[src/rtl/aes_sched_pkg.sv]
// Shared definitions for the AES job scheduler.
//   OP_ENC / OP_DEC : request opcode encoding (req_op, rsp_op)
//   sched_state_t   : scheduler FSM state encoding
//   clog2()         : elaboration-time ceiling log2 for derived widths
package aes_sched_pkg;

    localparam logic OP_ENC = 1'b0;
    localparam logic OP_DEC = 1'b1;

    typedef enum logic [1:0] {
        S_IDLE  = 2'd0,
        S_ISSUE = 2'd1,
        S_WAIT  = 2'd2,
        S_RESP  = 2'd3
    } sched_state_t;

    // Number of bits needed to index 'value' distinct items (clog2(1) = 0).
    function automatic int clog2(input int value);
        int result;
        int v;
        result = 0;
        v      = value - 1;
        while (v > 0) begin
            result = result + 1;
            v      = v >>> 1;
        end
        return result;
    endfunction

endpackage

[src/rtl/rr_arbiter.sv]
// Combinational round-robin arbiter.
//   eligible  : per-requester candidates for this cycle
//   ptr       : index of the last winner; search starts at ptr+1 and wraps
//   grant     : one-hot winner (all zero when nothing is eligible)
//   grant_idx : binary index of the winner (0 when nothing is eligible)
// Double-vector scheme: {eligible, eligible & above_ptr} is scanned from the
// LSB, so a candidate above the pointer wins first, otherwise the lowest
// candidate in the upper copy wins, which is the wrap-around case.
module rr_arbiter
    import aes_sched_pkg::*;
#(
    parameter  int N  = 4,
    localparam int IW = clog2(N)
) (
    input  logic [N-1:0]  eligible,
    input  logic [IW-1:0] ptr,
    output logic [N-1:0]  grant,
    output logic [IW-1:0] grant_idx
);

    logic [N-1:0]   above_ptr;
    logic [2*N-1:0] dbl;
    logic           found;

    always_comb begin
        // NOTE: every variable gets a default before any conditional write,
        // so no path leaves a value held and no latch is inferred.
        above_ptr = '0;
        grant     = '0;
        grant_idx = '0;
        found     = 1'b0;

        for (int i = 0; i < N; i++) begin
            above_ptr[i] = (i > int'(ptr));
        end

        dbl = {eligible, eligible & above_ptr};

        for (int i = 0; i < 2 * N; i++) begin
            if (dbl[i] && !found) begin
                found            = 1'b1;
                grant[i % N]     = 1'b1;
                grant_idx        = IW'(i % N);
            end
        end
    end

endmodule

[src/rtl/aes_job_scheduler.sv]
// Shares one AES core between NUM_REQ requesters.
//   clk, rst                 : clock (rising edge), async active-low reset
//   req_valid/op/data/key    : per-requester job requests (flattened buses)
//   req_ready                : one-hot accept, only while idle
//   aes_we/aes_re            : one-cycle encrypt/decrypt strobe to the core
//   aes_data/aes_key         : operands to the core, held until the next job
//   aes_enc_data/dec_data    : core results, valid CORE_LAT cycles after strobe
//   rsp_valid/ready/data/id/op : tagged result handshake
//   fifo_count               : entries held in the core's ciphertext FIFO
//   busy                     : high while a job is in flight
// Flow: IDLE (grant) -> ISSUE (strobe) -> WAIT (CORE_LAT cycles) -> RESP.
// Encrypts are only granted when the core FIFO has room and decrypts only
// when it holds an entry, so fifo_count cannot leave 0..FIFO_DEPTH.
module aes_job_scheduler
    import aes_sched_pkg::*;
#(
    parameter  int NUM_REQ    = 4,
    parameter  int DATA_W     = 64,
    parameter  int CORE_LAT   = 1,
    parameter  int FIFO_DEPTH = 16,
    localparam int IDW        = clog2(NUM_REQ),
    localparam int CNTW       = clog2(FIFO_DEPTH + 1)
) (
    input  logic                      clk,
    input  logic                      rst,
    input  logic [NUM_REQ-1:0]        req_valid,
    output logic [NUM_REQ-1:0]        req_ready,
    input  logic [NUM_REQ-1:0]        req_op,
    input  logic [NUM_REQ*DATA_W-1:0] req_data,
    input  logic [NUM_REQ*DATA_W-1:0] req_key,
    output logic                      aes_we,
    output logic                      aes_re,
    output logic [DATA_W-1:0]         aes_data,
    output logic [DATA_W-1:0]         aes_key,
    input  logic [DATA_W-1:0]         aes_enc_data,
    input  logic [DATA_W-1:0]         aes_dec_data,
    output logic                      rsp_valid,
    input  logic                      rsp_ready,
    output logic [DATA_W-1:0]         rsp_data,
    output logic [IDW-1:0]            rsp_id,
    output logic                      rsp_op,
    output logic [CNTW-1:0]           fifo_count,
    output logic                      busy
);

    localparam int WCW = clog2(CORE_LAT + 1);

    sched_state_t       state;
    logic [IDW-1:0]     rr_ptr;
    logic [IDW-1:0]     id_q;
    logic               op_q;
    logic [WCW-1:0]     wait_cnt;

    logic [NUM_REQ-1:0] eligible;
    logic [NUM_REQ-1:0] gnt;
    logic [IDW-1:0]     gnt_idx;

    // A requester may only win if its op cannot over- or under-run the core FIFO.
    always_comb begin
        eligible = '0;
        for (int i = 0; i < NUM_REQ; i++) begin
            if (req_valid[i]) begin
                eligible[i] = (req_op[i] == OP_DEC) ? (fifo_count != '0)
                                                    : (fifo_count < CNTW'(FIFO_DEPTH));
            end
        end
    end

    rr_arbiter #(
        .N (NUM_REQ)
    ) u_arb (
        .eligible  (eligible),
        .ptr       (rr_ptr),
        .grant     (gnt),
        .grant_idx (gnt_idx)
    );

    assign req_ready = (state == S_IDLE) ? gnt : '0;

    always_ff @(posedge clk or negedge rst) begin
        if (!rst) begin
            state      <= S_IDLE;
            rr_ptr     <= IDW'(NUM_REQ - 1);
            id_q       <= '0;
            op_q       <= OP_ENC;
            wait_cnt   <= '0;
            aes_we     <= 1'b0;
            aes_re     <= 1'b0;
            aes_data   <= '0;
            aes_key    <= '0;
            rsp_valid  <= 1'b0;
            rsp_data   <= '0;
            rsp_id     <= '0;
            rsp_op     <= OP_ENC;
            fifo_count <= '0;
            busy       <= 1'b0;
        end else begin
            // NOTE: non-blocking assignments throughout, so every register
            // reads the pre-edge value of every other register.
            case (state)
                S_IDLE: begin
                    if (|gnt) begin
                        aes_data <= req_data[int'(gnt_idx)*DATA_W +: DATA_W];
                        aes_key  <= req_key[int'(gnt_idx)*DATA_W +: DATA_W];
                        op_q     <= req_op[gnt_idx];
                        id_q     <= gnt_idx;
                        rr_ptr   <= gnt_idx;
                        // Strobes are registered so they are high exactly
                        // during ISSUE.
                        aes_we   <= (req_op[gnt_idx] == OP_ENC);
                        aes_re   <= (req_op[gnt_idx] == OP_DEC);
                        busy     <= 1'b1;
                        state    <= S_ISSUE;
                    end
                end

                S_ISSUE: begin
                    aes_we   <= 1'b0;
                    aes_re   <= 1'b0;
                    if (op_q == OP_ENC) begin
                        fifo_count <= fifo_count + CNTW'(1);
                    end else begin
                        fifo_count <= fifo_count - CNTW'(1);
                    end
                    wait_cnt <= WCW'(CORE_LAT);
                    state    <= S_WAIT;
                end

                S_WAIT: begin
                    if (wait_cnt == WCW'(1)) begin
                        rsp_data  <= (op_q == OP_DEC) ? aes_dec_data : aes_enc_data;
                        rsp_id    <= id_q;
                        rsp_op    <= op_q;
                        rsp_valid <= 1'b1;
                        state     <= S_RESP;
                    end else begin
                        wait_cnt <= wait_cnt - WCW'(1);
                    end
                end

                S_RESP: begin
                    if (rsp_ready) begin
                        rsp_valid <= 1'b0;
                        busy      <= 1'b0;
                        state     <= S_IDLE;
                    end
                end

                default: state <= S_IDLE;
            endcase
        end
    end

    // Eligibility gating makes these unreachable; they catch a broken guard.
    a_no_overflow: assert property (@(posedge clk) disable iff (!rst)
        (state == S_ISSUE && op_q == OP_ENC) |-> (fifo_count < CNTW'(FIFO_DEPTH)));

    a_no_underflow: assert property (@(posedge clk) disable iff (!rst)
        (state == S_ISSUE && op_q == OP_DEC) |-> (fifo_count != '0));

endmodule

[config.mk]
export PLATFORM = sky130hd
export DESIGN_NAME = aes_job_scheduler
export DESIGN_NICKNAME = d
export VERILOG_FILES = /design/src/rtl/aes_sched_pkg.sv /design/src/rtl/rr_arbiter.sv /design/src/rtl/aes_job_scheduler.sv
export SDC_FILE = /design/constraint.sdc
export NUM_CORES = 1
export LEC_CHECK = 0
export CORE_AREA = 2 2 335 337
export DETAILED_ROUTE_END_ITERATION = 7
export DIE_AREA = 0 0 337 339
export GPL_TIMING_DRIVEN = 1
export PLACE_DENSITY_LB_ADDON = 0.1
export SLEW_MARGIN = 20
export SYNTH_ARGS = -nofsm -noshare
export SYNTH_HDL_FRONTEND = slang
export SYNTH_SLANG_ARGS = --single-unit
[constraint.sdc]
create_clock -name clk -period 7.2 [get_ports clk]
set_input_delay 1.44 -clock clk [delete_from_list [all_inputs] [get_ports clk]]
set_output_delay 1.44 -clock clk [all_outputs]
set_load 0.02 [all_outputs]
==> impl_metrics.py, run 1 <==
metrics = {
    "run_status": {
        "status": "finished, final reports clean",
    },
    "power": {
        "seqPwrFrac": 0.197,
        "combPwrFrac": 0.655,
        "peakVddDrop_uv": 303,
        "leakagePower_nw": 10.6,
        "clkPwrFrac": 0.148,
        "swShare": 0.499,
        "powerDensity_nw_per_um2": 410,
        "switchingPower_mw": 5.70,
        "intPower_mw": 5.71,
    },
    "floorplanning": {
        "num_rows": 122,
        "dieHeight_microns": 339,
        "core_area_sq_um": 110000,
        "io_pins": 859,
        "dieArea_sq_um": 114000,
        "fp.dieW_microns": 337,
        "initial_core_util": 0.154,
    },
    "sta": {
        "setup_viol": 0,
        "finalCritPeriodShare": 0.736,
        "rsz0062_at_grt": "false",
        "layout_setup_ws_ns": 1.90,
        "maxSlewViolCount": 0,
        "fin_skew_ns": 0.0148,
        "slew_headroom": 0.162,
        "min_period_ns": 5.30,
        "hold_viol": 0,
        "tightestPinTransition_ns": 1.26,
        "setup_tns_ns": 0,
        "timing.fmax_ghz": 0.189,
    },
    "global_route": {
        "grt_pass1_vias": 20300,
        "busiest_layer": "met2",
        "track_usage": 0.176,
        "grt_pass1_wl_microns": 149000,
        "gr-usage-met1": 0.200,
        "antenna_found_initial": 38,
        "met3_usage": 0.0509,
        "grtUsageMet2": 0.316,
        "grt_overflow_total": 0,
        "grt_max_degree": 156,
    },
    "detailed_routing": {
        "viasPerCell": 4.67,
        "dr.first_iter.drc_count": 1319,
        "drc": 0,
        "via_count": 20100,
        "wl_per_cell_microns": 24.6,
        "wl_microns": 106000,
        "drt_first_pass_iters": 7,
        "ant_nets": 0,
    },
    "clock_network": {
        "clock-sinks": 212,
        "clk_latency_ns": 0.58,
        "cts_tree": "yes",
        "post_cts_buffers": 0,
        "clk_pin_slew_ns": 0.05,
        "ctsHtreeMaxLevel": 2,
        "cts.repair.resized": 0,
        "max-clock-path-buffers": 3,
        "cts_root_buffer": "clkbuf_16",
        "numCtsBuffers": 35,
        "cts_hold_buf": 0,
    },
    "cells_and_area": {
        "register_area_sq_um": 5320,
        "multi_input_area_sq_um": 9530,
        "areaGrowthSynthToFinish_pct": 63.7,
        "nets": 3422,
        "layout_commonest_cell": "clkdlybuf4s50_1",
        "fillers": 11900,
        "drive_above_1_share": 0.0571,
        "layout_common_cells": "clkdlybuf4s50_1 (857), nand2_1 (403), inv_1 (271)",
    },
    "yosys": {
        "ys_async_sr_fraction": 1.00,
        "netlist.area_leader.share": 0.309,
        "synth_edf_count": 0,
        "ys_seq_area_frac": 0.312,
        "synth_cell_type_count": 58,
        "synth.largest_area_cell": "dfrtp_1",
        "synth_seq_cells": 212,
        "synth_warnings": 0,
        "synthesis.nets": 2754,
        "syn_area_sq_um": 17000,
        "synthFlopType": "dfrtp_1",
        "synth_cells": 2095,
        "synth_area_leaders": "dfrtp_1 (31%), o32ai_1 (13%), nand2_1 (8.9%)",
        "avgSynthCellArea_sq_um": 8.12,
    },
    "critical_path": {
        "critPathKind": "input port to output port",
        "reg2reg_slack_ns": 3.19,
        "crit_path_start_kind": "input port",
        "critical_path.endpoint_type": "output port",
        "crit_fanout": 10,
        "arrival_ns": 3.86,
        "cp.required_ns": 5.76,
    },
    "placement": {
        "routabilityCongestion": 0.825,
        "dp_slack_ns": 1.90,
        "hpwl_microns": 72200,
        "port_buffers": 858,
    },
    "worst_hold_path": {
        "hold_path_class": "flop to flop",
    },
    "job": {
        "max_cap_viol_count": 0,
    },
}
-- state kept, by name (all words and copies together), names as in the netlist --
name	flops
id_q	2
wait_cnt	1
rsp_id	2
rr_ptr	2
fifo_count	5
aes_re	1
aes_data	64
rsp_op	1
rsp_data	64
busy	1
op_q	1
aes_we	1
rsp_valid	1
state	2
aes_key	64
-- final timing paths --
check	from	end	depth (start not counted)
max	req_op[1]	req_ready[3]	7
min	aes_data[11]$_DFFE_PN0P_	aes_data[11]$_DFFE_PN0P_	2
max reg2reg	fifo_count[4]$_DFFE_PN0P_	aes_data[9]$_DFFE_PN0P_	7
min reg2reg	aes_data[11]$_DFFE_PN0P_	aes_data[11]$_DFFE_PN0P_	2
max in group asynchronous	rst	aes_data[30]$_DFFE_PN0P_	2
min in group asynchronous	rst	busy$_DFFE_PN0P_	1
-- power by group through the flow --
stage          Combinational [mW]  Clock [mW]  Sequential [mW]
4_1_cts                      7.59        1.79             2.25
3_3_place_gp                 7.53           0             2.25
5_1_grt                      8.06        1.82             2.32
2_1_floorplan                3.87           0             2.80
3_5_place_dp                 7.58           0             2.26
6_report                     7.47        1.69             2.25
-- final cells by class --
class                      count  area share
inverter                     272      0.0367
timing repair buffer         888       0.322
clock inverter                 6     0.00171
clock buffer                  52      0.0374
antenna                       22     0.00198
sequential                   212       0.191
tap                         1488      0.0669
multi-input combinational   1354       0.342
-- worst max-delay path, cell delays in order --
cell	delay, ns
clkdlybuf4s50_1	0.67
inv_1	0.16
nor3_4	0.26
o31a_1	0.25
o21ai_0	0.11
a211oi_1	0.25
clkdlybuf4s50_1	0.70
-- cell usage after synthesis (3+ instances only) --
cell,n
clkbuf_1,154
o32ai_1,259
nand2_1,403
dfrtp_1,210
nor4b_1,3
a221oi_1,129
buf_6,19
a22o_1,3
a211oi_1,4
a21oi_1,80
inv_1,271
a2111oi_1,60
xnor2_1,4
buf_2,74
ha_1,7
nor2_1,70
nand2b_1,6
o21ai_0,12
buf_1,6
o31ai_1,130
nand3_1,4
a2111oi_2,48
a21o_1,4
and3_1,3
buf_4,4
mux2i_1,64
a2111oi_0,20
mux2_2,5
-- metal layers --
layer	routed length (microns)	up-vias	part of all wire
li1	-	9263	-
met1	40600	9786	0.38
met2	53900	839	0.51
met3	8560	146	0.081
met4	2530	30	0.024
met5	197	-	0.0019
-- logic make-up after synthesis --
| logic type | Yosys count | share of synthesized area |
|---|---|---|
| flip-flops | 212 | 0.312 |
| adder cells (fa/ha/maj) | 8 | 0.00633 |
| AO/OA/AOI/OAI | 771 | 0.389 |
| buffers and inverters | 529 | 0.131 |
| AND/OR/NAND/NOR | 501 | 0.118 |
| multiplexers | 69 | 0.0410 |
| XOR/XNOR | 5 | 0.00257 |
-- through the flow --
step | power (mW) | hold slack (ns) | cells | utilization | instance area (sq um)
2_1_floorplan | 6.67 | 0.444 | 2095 | - | 17000
3_3_place_gp | 9.78 | 0.463 | 4214 | 0.242 | 26700
3_5_place_dp | 9.84 | 0.466 | 4214 | 0.242 | 26700
4_1_cts | 11.6 | 0.477 | 4272 | 0.252 | 27800
5_1_grt | 12.2 | 0.490 | 4293 | 0.252 | 27800
6_report | 11.4 | 0.474 | 4294 | 0.252 | 27800
Power figures use the tool's default switching activity.
==> inputs of run 2 (changes only) <==
CORE_AREA = 2 2 338 340   (was 2 2 335 337)
DIE_AREA = 0 0 340 342   (was 0 0 337 339)
clock period = 4.25 ns   (was 7.2 ns; I/O delays follow)
==> run 2 against run 1 <==
Sequential share of layout area fell by 0.52 points. Critical path depth did not move. Non-clock buffer count rose by 66. First-iteration DRC count fell by 8.1%. Power rose by 75%. Largest cell class is now buffers. Largest power group unchanged.
==> impl_metrics.py, run 2 (synthesis results as in run 1) <==
metrics = {
    "cells_and_area": {
        "drive_above_1_share": 0.0776,
        "final_area_sq_um": 28600,
        "nets": 3487,
        "areaGrowthSynthToFinish_pct": 68.3,
        "layout_common_cells": "clkdlybuf4s50_1 (856), nand2_1 (403), inv_1 (271)",
        "layout_commonest_cell": "clkdlybuf4s50_1",
        "reg_top3": "aes_data x64, aes_key x64, rsp_data x64",
    },
    "clock_network": {
        "ctsHtreeMaxLevel": 2,
        "clock-sinks": 212,
        "numCtsBuffers": 34,
        "post_cts_buffers": 0,
        "clk_pin_slew_ns": 0.05,
        "max-clock-path-buffers": 3,
        "cts_tree": "yes",
        "cts_root_buffer": "clkbuf_16",
        "cts_hold_buf": 0,
        "clk_latency_ns": 0.57,
        "cts.repair.resized": 0,
    },
    "detailed_routing": {
        "wl_microns": 105000,
        "drc": 0,
        "wl_per_cell_microns": 24.1,
        "drt_first_pass_iters": 5,
        "dr.first_iter.drc_count": 1212,
        "ant_nets": 0,
        "via_count": 20200,
        "viasPerCell": 4.62,
    },
    "critical_path": {
        "crit_path_start_kind": "flop",
        "slowest_stage": "clkdlybuf4s50_1",
        "cp_cell_sequence": "or4_4 > nor3_4 > o21a_2 > o21ai_0 > o21ai_0 > and3_1 > clkdlybuf4s50_1",
        "cpPeakStageDelay_ns": 0.66,
        "critPathKind": "flop to output port",
        "arrival_ns": 3.16,
        "critical_path.endpoint_type": "output port",
        "crit_end": "req_ready[1]",
        "r2r-start": "fifo_count[4]$_DFFE_PN0P_",
        "crit_top_cell": "o21ai_0",
        "rr_worst_depth": 9,
        "reg2reg_slack_ns": 1.02,
        "startpoint": "fifo_count[0]$_DFFE_PN0P_",
        "crit_fanout": 6,
        "regToRegEndpoint": "aes_data[0]$_DFFE_PN0P_",
        "cp.required_ns": 3.40,
    },
    "sta": {
        "rsz0062_at_grt": "false",
        "layout_setup_ws_ns": 0.237,
        "tightestPinTransition_ns": 0.985,
        "maxSlewViolCount": 0,
        "setup_tns_ns": 0,
        "timing.fmax_ghz": 0.249,
        "slew_headroom": 0.343,
        "fin_skew_ns": 0.0185,
        "finalCritPeriodShare": 0.944,
        "setup_viol": 0,
        "hold_viol": 0,
        "min_period_ns": 4.01,
    },
    "floorplanning": {
        "io_pins": 859,
        "initial_core_util": 0.150,
        "dieHeight_microns": 342,
        "fp.dieW_microns": 340,
        "core_area_sq_um": 113000,
        "dieArea_sq_um": 116000,
        "num_rows": 124,
    },
    "worst_hold_path": {
        "hold_path_class": "input port to async pin",
    },
    "run_status": {
        "status": "finished, final reports clean",
    },
    "power": {
        "leakagePower_nw": 11.0,
        "peakVddDrop_uv": 411,
        "powerDensity_nw_per_um2": 695,
        "p_total_mw": 19.9,
    },
    "placement": {
        "postPlaceCellArea_sq_um": 27500,
        "hpwl_microns": 77000,
        "dp_slack_ns": 0.307,
        "port_buffers": 858,
        "routabilityCongestion": 0.890,
    },
    "global_route": {
        "antenna_found_initial": 35,
        "grt_max_degree": 138,
        "grt_overflow_total": 0,
        "track_usage": 0.173,
        "grt_pass1_vias": 20500,
        "grt_pass1_wl_microns": 150000,
    },
    "job": {
        "max_cap_viol_count": 0,
    },
}
-- run 2: worst min-delay path by stage --
stage | from | endpoint | cells after the start
2_1_floorplan | id_q[1]$_DFFE_PN0P_ | id_q[1]$_DFFE_PN0P_ | 2
3_3_place_gp | aes_data[39]$_DFFE_PN0P_ | aes_data[39]$_DFFE_PN0P_ | 2
3_5_place_dp | aes_key[51]$_DFFE_PN0P_ | aes_key[51]$_DFFE_PN0P_ | 2
4_1_cts | rst | rsp_data[16]$_DFFE_PN0P_ | 1
5_1_grt | rst | rsp_data[20]$_DFFE_PN0P_ | 1
6_report | rst | rsp_data[7]$_DFFE_PN0P_ | 1
-- run 2: where the power goes --
group / internal, mW / switching [mW] / total [mW]
Clock: 1.65 / 1.19 / 2.85
Sequential: 3.06 / 0.817 / 3.88
Combinational: 5.44 / 7.74 / 13.2
Total: 10.2 / 9.75 / 19.9
-- run 2: stage by stage --
step | hold WS, ns | util | instances
after detailed placement | 0.465 | 0.243 | 4304
after global routing | 0.372 | 0.253 | 4379
after global placement | 0.464 | 0.243 | 4304
after CTS | 0.325 | 0.253 | 4361
final | 0.344 | 0.253 | 4379
after floorplan | 0.444 | - | 2095
-- run 2: cell type report --
type                    instances  area, sq um
multi-input cells            1354         9530
clock inverters                 9          116
inverters                     272         1020
diodes                         18         45.0
clock buffers                  48          933
repair buffers                954         9770
well taps                    1512         1890
fillers                     12100        84500
flip-flops and latches        212         5320
-- run 2: routing by layer --
layer | vias up | wire (microns) | global-route usage
met4 | 34 | 2550 | 0.0502
met2 | 783 | 53700 | 0.310
li1 | 9412 | - | -
met3 | 135 | 7600 | 0.0468
met1 | 9877 | 41400 | 0.200
met5 | - | 223 | 0
-- run 2: critical path: cells and delay by family, from the launching register on --
kind / cells / cell delay [ns]
buf+inv: 1 / 0.66
simple gates: 3 / 1.10
compound gates: 3 / 0.37
flops: 1 / 0.47
==> variant 1 (config.mk and constraints of run 1) <==
Set the parameter `NUM_REQ` to 5 (it was 4).
--- a/src/rtl/aes_job_scheduler.sv
+++ b/src/rtl/aes_job_scheduler.sv
@@ -14,7 +14,7 @@
 module aes_job_scheduler
     import aes_sched_pkg::*;
 #(
-    parameter  int NUM_REQ    = 4,
+    parameter  int NUM_REQ    = 5,
     parameter  int DATA_W     = 64,
     parameter  int CORE_LAT   = 1,
     parameter  int FIFO_DEPTH = 16,
Interface: changed (6 resized); port bits go from 859 to 991. No check against the original RTL was run, so the function may have changed too.
==> variant 1 against run 1 <==
- routed wire length shrank 14%
- synthesized area decreased by 18%
- design area fell by 5.6%
- power is 0.82% lower
- worst setup slack lost 0.38 ns
- sequential cell count increased by 1
- synthesized cell count shrank 31%
- die area is the same
==> variant 1: results (changes against run 1) <==
- Avg WL per Cell: 23.31 µm (-5.4%)
- Largest net degree at the start of global routing: 98 (-37%)
- Avg Inst Size Synth: 9.661 µm² (+19%)
- Synth cell types: 61 (+5.2%)
- Status: completed
- Tot GR Track Use: 0.1512 (-0.02501)
- Sequential area share after synthesis: 0.3840 (+0.07201)
- Share of layout cells above drive strength 1: 0.04650 (-0.01061)
- Synth top cells by count: mux2i_1, dfrtp_1, nand2_1
- Hpwl dp: 73790 µm (+2.2%)
- I/O Buffers: 990 (+15%)
- First-pass GRT wire length: 122300 µm (-18%)
- Fill cells: 11964 (+0.28%)
- Post-Syn Nets: 2226 (-19%)
- Dpl cells: 3822 (-9.3%)
- Critical R2R Capture: aes_key[4]
- TritonCTS Buffers: 34 (-2.9%)
- Vias per cell: 3.890 (-17%)
- Post-synth ARST share: 1.000 (unchanged)
- Hold_sp: id_q[2]
- Slew margin rel.: 0.3109 (+0.1490)
- Vias in the first global route: 16256 (-20%)
- Critical Path Fanout Max: 9 (-1)
- Hold EP: id_q[2]
- Routed wire length: 90600 µm (-14%)
- GPL Wtd Cong: 0.8254 (about the same)
- Worst R2R Path Depth: 9 (+2)
- Hold Crit Depth: 1 (-1)
- Cell Area, Placed: 25210 µm² (-5.6%)
- Initial drt markers: 520 (-61%)
- Worst reg2reg setup slack: 2.96 ns (-0.23 ns)
==> variant 1: changes by cell type after synthesis, moves of 48 or more <==
cell / change
o21ai_1: +127
a2111oi_2: -48
a2111oi_1: -60
mux2i_1: +258
buf_2: -67
nand2_1: -266
inv_1: -262
o32ai_1: -258
o22a_1: +127
clkbuf_1: -98
o31ai_1: -129
a221oi_1: -128
o21ai_0: +120
==> variant 1: cell type report <==
class	count	area, µm²	share of cell area
sequential	213	5335	0.2029
inverter	9	33.78	0.001284
timing repair buffer	1025	10300	0.3917
multi-input combinational	1087	7681	0.2921
tap	1488	1862	0.07079
clock inverter	6	98.84	0.003758
clock buffer	47	959.7	0.03649
antenna	11	27.53	0.001047
==> variant 1: stage by stage <==
stage               total power, mW  hold slack, ns    util  worst slack [ns]
global placement              9.853          0.4684  0.2285             1.350
detailed placement            9.912          0.4652  0.2285             1.287
global route                  12.15          0.5143  0.2383             1.377
CTS                           11.64          0.4779  0.2381             1.514
floorplan                     6.808          0.4441       -             2.545
finish                        11.31          0.4741  0.2383             1.522
==> variant 1: worst max-delay path, stage by stage <==
cell             delay [ns]
clkdlybuf4s50_1        0.63
or4b_1                 0.48
o211ai_2               0.30
o31a_2                 0.25
and3_4                 0.19
and2_1                 0.19
clkdlybuf4s50_1        0.73
==> variant 1: report_power, final <==
group	switching [mW]	leakage, nW	total [mW]	internal, mW
sequential	0.432	2.36	2.26	1.83
clock	0.673	0.518	1.64	0.968
combinational	4.08	7.16	7.41	3.33
total	5.19	10.0	11.3	6.12
==> variant 1: cells by family after synthesis <==
family,after synthesis,synth area share
AO/OA/AOI/OAI,496,0.2236
XOR/XNOR,5,0.003154
adder cells (fa/ha/maj),8,0.007750
buffers and inverters,137,0.06525
flip-flops,213,0.3840
multiplexers,329,0.2381
AND/OR/NAND/NOR,249,0.07814
==> variant 1: per-layer routing <==
layer	share of wire	wire [µm]	GRT usage	vias to the layer above
met5	0.00079	72	0	-
met4	0.036	3244	0.05906	12
met3	0.082	7474	0.04639	131
met2	0.52	47400	0.2825	690
met1	0.36	32410	0.1552	7130
li1	-	-	-	7153
==> variant 1: worst max-delay path by stage <==
stage	from	slack, ns	cells after the start	to
finish	req_op[1]	1.52	7	req_ready[4]
CTS	req_op[1]	1.51	7	req_ready[4]
detailed placement	req_op[1]	1.29	10	aes_key[62]
global route	req_op[1]	1.38	7	req_ready[4]
floorplan	req_op[3]	2.54	7	req_ready[4]
global placement	req_op[1]	1.35	10	aes_data[17]
==> variant 2 (settings of run 1) <==
Made on the original files. Register the output `fifo_count` once more, cleared by the reset; this adds one clock of latency there. The other outputs are not delayed to match.
--- a/src/rtl/aes_job_scheduler.sv
+++ b/src/rtl/aes_job_scheduler.sv
@@ -45,6 +45,8 @@
 
     localparam int WCW = clog2(CORE_LAT + 1);
 
+    logic [CNTW-1:0] fifo_count_s0;
+
     sched_state_t       state;
     logic [IDW-1:0]     rr_ptr;
     logic [IDW-1:0]     id_q;
@@ -60,8 +62,8 @@
         eligible = '0;
         for (int i = 0; i < NUM_REQ; i++) begin
             if (req_valid[i]) begin
-                eligible[i] = (req_op[i] == OP_DEC) ? (fifo_count != '0)
-                                                    : (fifo_count < CNTW'(FIFO_DEPTH));
+                eligible[i] = (req_op[i] == OP_DEC) ? (fifo_count_s0 != '0)
+                                                    : (fifo_count_s0 < CNTW'(FIFO_DEPTH));
             end
         end
     end
@@ -92,7 +94,7 @@
             rsp_data   <= '0;
             rsp_id     <= '0;
             rsp_op     <= OP_ENC;
-            fifo_count <= '0;
+            fifo_count_s0 <= '0;
             busy       <= 1'b0;
         end else begin
             // NOTE: non-blocking assignments throughout, so every register
@@ -118,9 +120,9 @@
                     aes_we   <= 1'b0;
                     aes_re   <= 1'b0;
                     if (op_q == OP_ENC) begin
-                        fifo_count <= fifo_count + CNTW'(1);
+                        fifo_count_s0 <= fifo_count_s0 + CNTW'(1);
                     end else begin
-                        fifo_count <= fifo_count - CNTW'(1);
+                        fifo_count_s0 <= fifo_count_s0 - CNTW'(1);
                     end
                     wait_cnt <= WCW'(CORE_LAT);
                     state    <= S_WAIT;
@@ -153,10 +155,18 @@
 
     // Eligibility gating makes these unreachable; they catch a broken guard.
     a_no_overflow: assert property (@(posedge clk) disable iff (!rst)
-        (state == S_ISSUE && op_q == OP_ENC) |-> (fifo_count < CNTW'(FIFO_DEPTH)));
+        (state == S_ISSUE && op_q == OP_ENC) |-> (fifo_count_s0 < CNTW'(FIFO_DEPTH)));
 
     a_no_underflow: assert property (@(posedge clk) disable iff (!rst)
-        (state == S_ISSUE && op_q == OP_DEC) |-> (fifo_count != '0));
+        (state == S_ISSUE && op_q == OP_DEC) |-> (fifo_count_s0 != '0));
+
+    always_ff @(posedge clk or negedge rst) begin
+        if (!rst) begin
+            fifo_count <= '0;
+        end else begin
+            fifo_count <= fifo_count_s0;
+        end
+    end
 
 endmodule
 
Behaviour: not the same (a bounded check fails within 4 cycles, from zero or initial values and one cycle with rst low).
==> variant 2 against run 1 <==
- sequential cell count is 5 higher
- final cell count is 15% lower
- routed wire length is 33% lower
- synthesized area decreased by 21%
- combinational power decreased by 20%
- count of clock-buffer cells in the layout unchanged
- design area down 11%
- largest power group unchanged
- critical path depth rose by 1
- sequential power shrank 2%
- clock power rose by 6%
- synthesized cell count fell by 39%
- non-clock buffer count unchanged
- power is 12% lower
- worst setup slack improved by 0.12 ns
==> variant 2: results (changes against run 1) <==
- Share of layout cells above drive strength 1: 0.1080 (+0.05088)
- Vias in the first global route: 13890 (-32%)
- Met2 Wirelength: 36370 µm (-32%)
- Post-Syn Nets: 1947 (-29%)
- GRT met2 Usage: 0.2200 (-0.09581)
- Largest stage delay on the critical path: 0.65 ns (-0.05 ns)
- First-pass GRT wire length: 98720 µm (-34%)
- Clock net power: 1.79 mW (+6%)
- Largest net degree at the start of global routing: 149 (-4.5%)
- Nets: 2773 (-19%)
- Clock Latency Late Sink: 0.56 ns (-0.02 ns)
- Hpwl dp: 56310 µm (-22%)
- Skew final: 0.02517 ns (+0.01034 ns)
- Initial drt markers: 345 (-74%)
- Sequential area share after synthesis: 0.4063 (+0.09432)
- Tot GR Track Use: 0.1192 (-0.05703)
- VDD IR-drop max: 0.3638 mV (+20%)
- Routed wire length: 70890 µm (-33%)
- 1st-pass router iterations: 5 (-2)
- Largest cells by area after synthesis: dfrtp_1, mux2i_1, mux2_2
- GPL Wtd Cong: 0.7932 (-3.9%)
- Initial antenna violation count: 6 (-84%)
- Highest metal used: met4
- Met3 routed WL: 7600 µm (-11%)
- Setup WS pre-CTS: 2.019 ns (+0.1204 ns)
- Synth top cells by count: mux2i_1, dfrtp_1, nand2_1
- Metal-1 WL: 25630 µm (-37%)
- Status: completed
- Slew margin rel.: 0.3450 (+0.1831)
- Crit path DAT: 3.74 ns (-0.12 ns)
- Leakage: 10.03 nW (-5.4%)
- Synth cell types: 48 (-17%)
- Met3 Use GR: 0.05229 (+0.001430)
variant 2: cell types whose count changed in the layout (fill, tap and decap cells not counted), sizes merged, moves of 6 or more:
cell,change
o21ai,+124
mux2i,+258
o32ai,-260
mux2,+129
nor2,+6
inv,-260
diode,-18
nand2,-250
a221oi,-128
a2111oi,-128
o31ai,-129
variant 2: worst max-delay path, delay by kind of cell:
family | cells | cell delay, ns
AO/OA/AOI/OAI | 3 | 0.60
buffers and inverters | 2 | 1.27
AND/OR/NAND/NOR | 3 | 0.42
variant 2: stage by stage:
step | hold slack [ns] | utilization | total power, mW | cells | cell area, µm²
after floorplan | 0.4002 | - | 5.857 | 1288 | 13370
after global placement | 0.4669 | 0.2131 | 8.391 | 3565 | 23520
after detailed placement | 0.4653 | 0.2131 | 8.411 | 3565 | 23520
after CTS | 0.4863 | 0.2240 | 10.32 | 3627 | 24720
after global routing | 0.5033 | 0.2240 | 10.81 | 3628 | 24720
final | 0.4646 | 0.2241 | 10.01 | 3631 | 24730
variant 2: final timing paths:
| path | start | end | slack [ns] | cells past startpoint |
|---|---|---|---|---|
| setup reg to reg | fifo_count_s0[4] | aes_key[63] | 3.28 | 8 |
| min in group asynchronous | rst | aes_data[5] | 0.83 | 1 |
| max in group asynchronous | rst | op_q | 4.91 | 2 |
| setup / recovery | req_op[1] | req_ready[3] | 2.02 | 8 |
| hold reg to reg | fifo_count_s0[1] | fifo_count[1] | 0.46 | 0 |
| hold / removal | fifo_count_s0[1] | fifo_count[1] | 0.46 | 0 |
variant 2: cell type report:
class                   instances  area (µm²)
inverters                      12       45.04
flip-flops and latches        217        5436
well taps                    1488        1862
repair buffers                888        8906
diodes                          4       10.01
fillers                     11957       85630
clock inverters                10       167.7
clock buffers                  52        1030
multi-input cells             960        7274
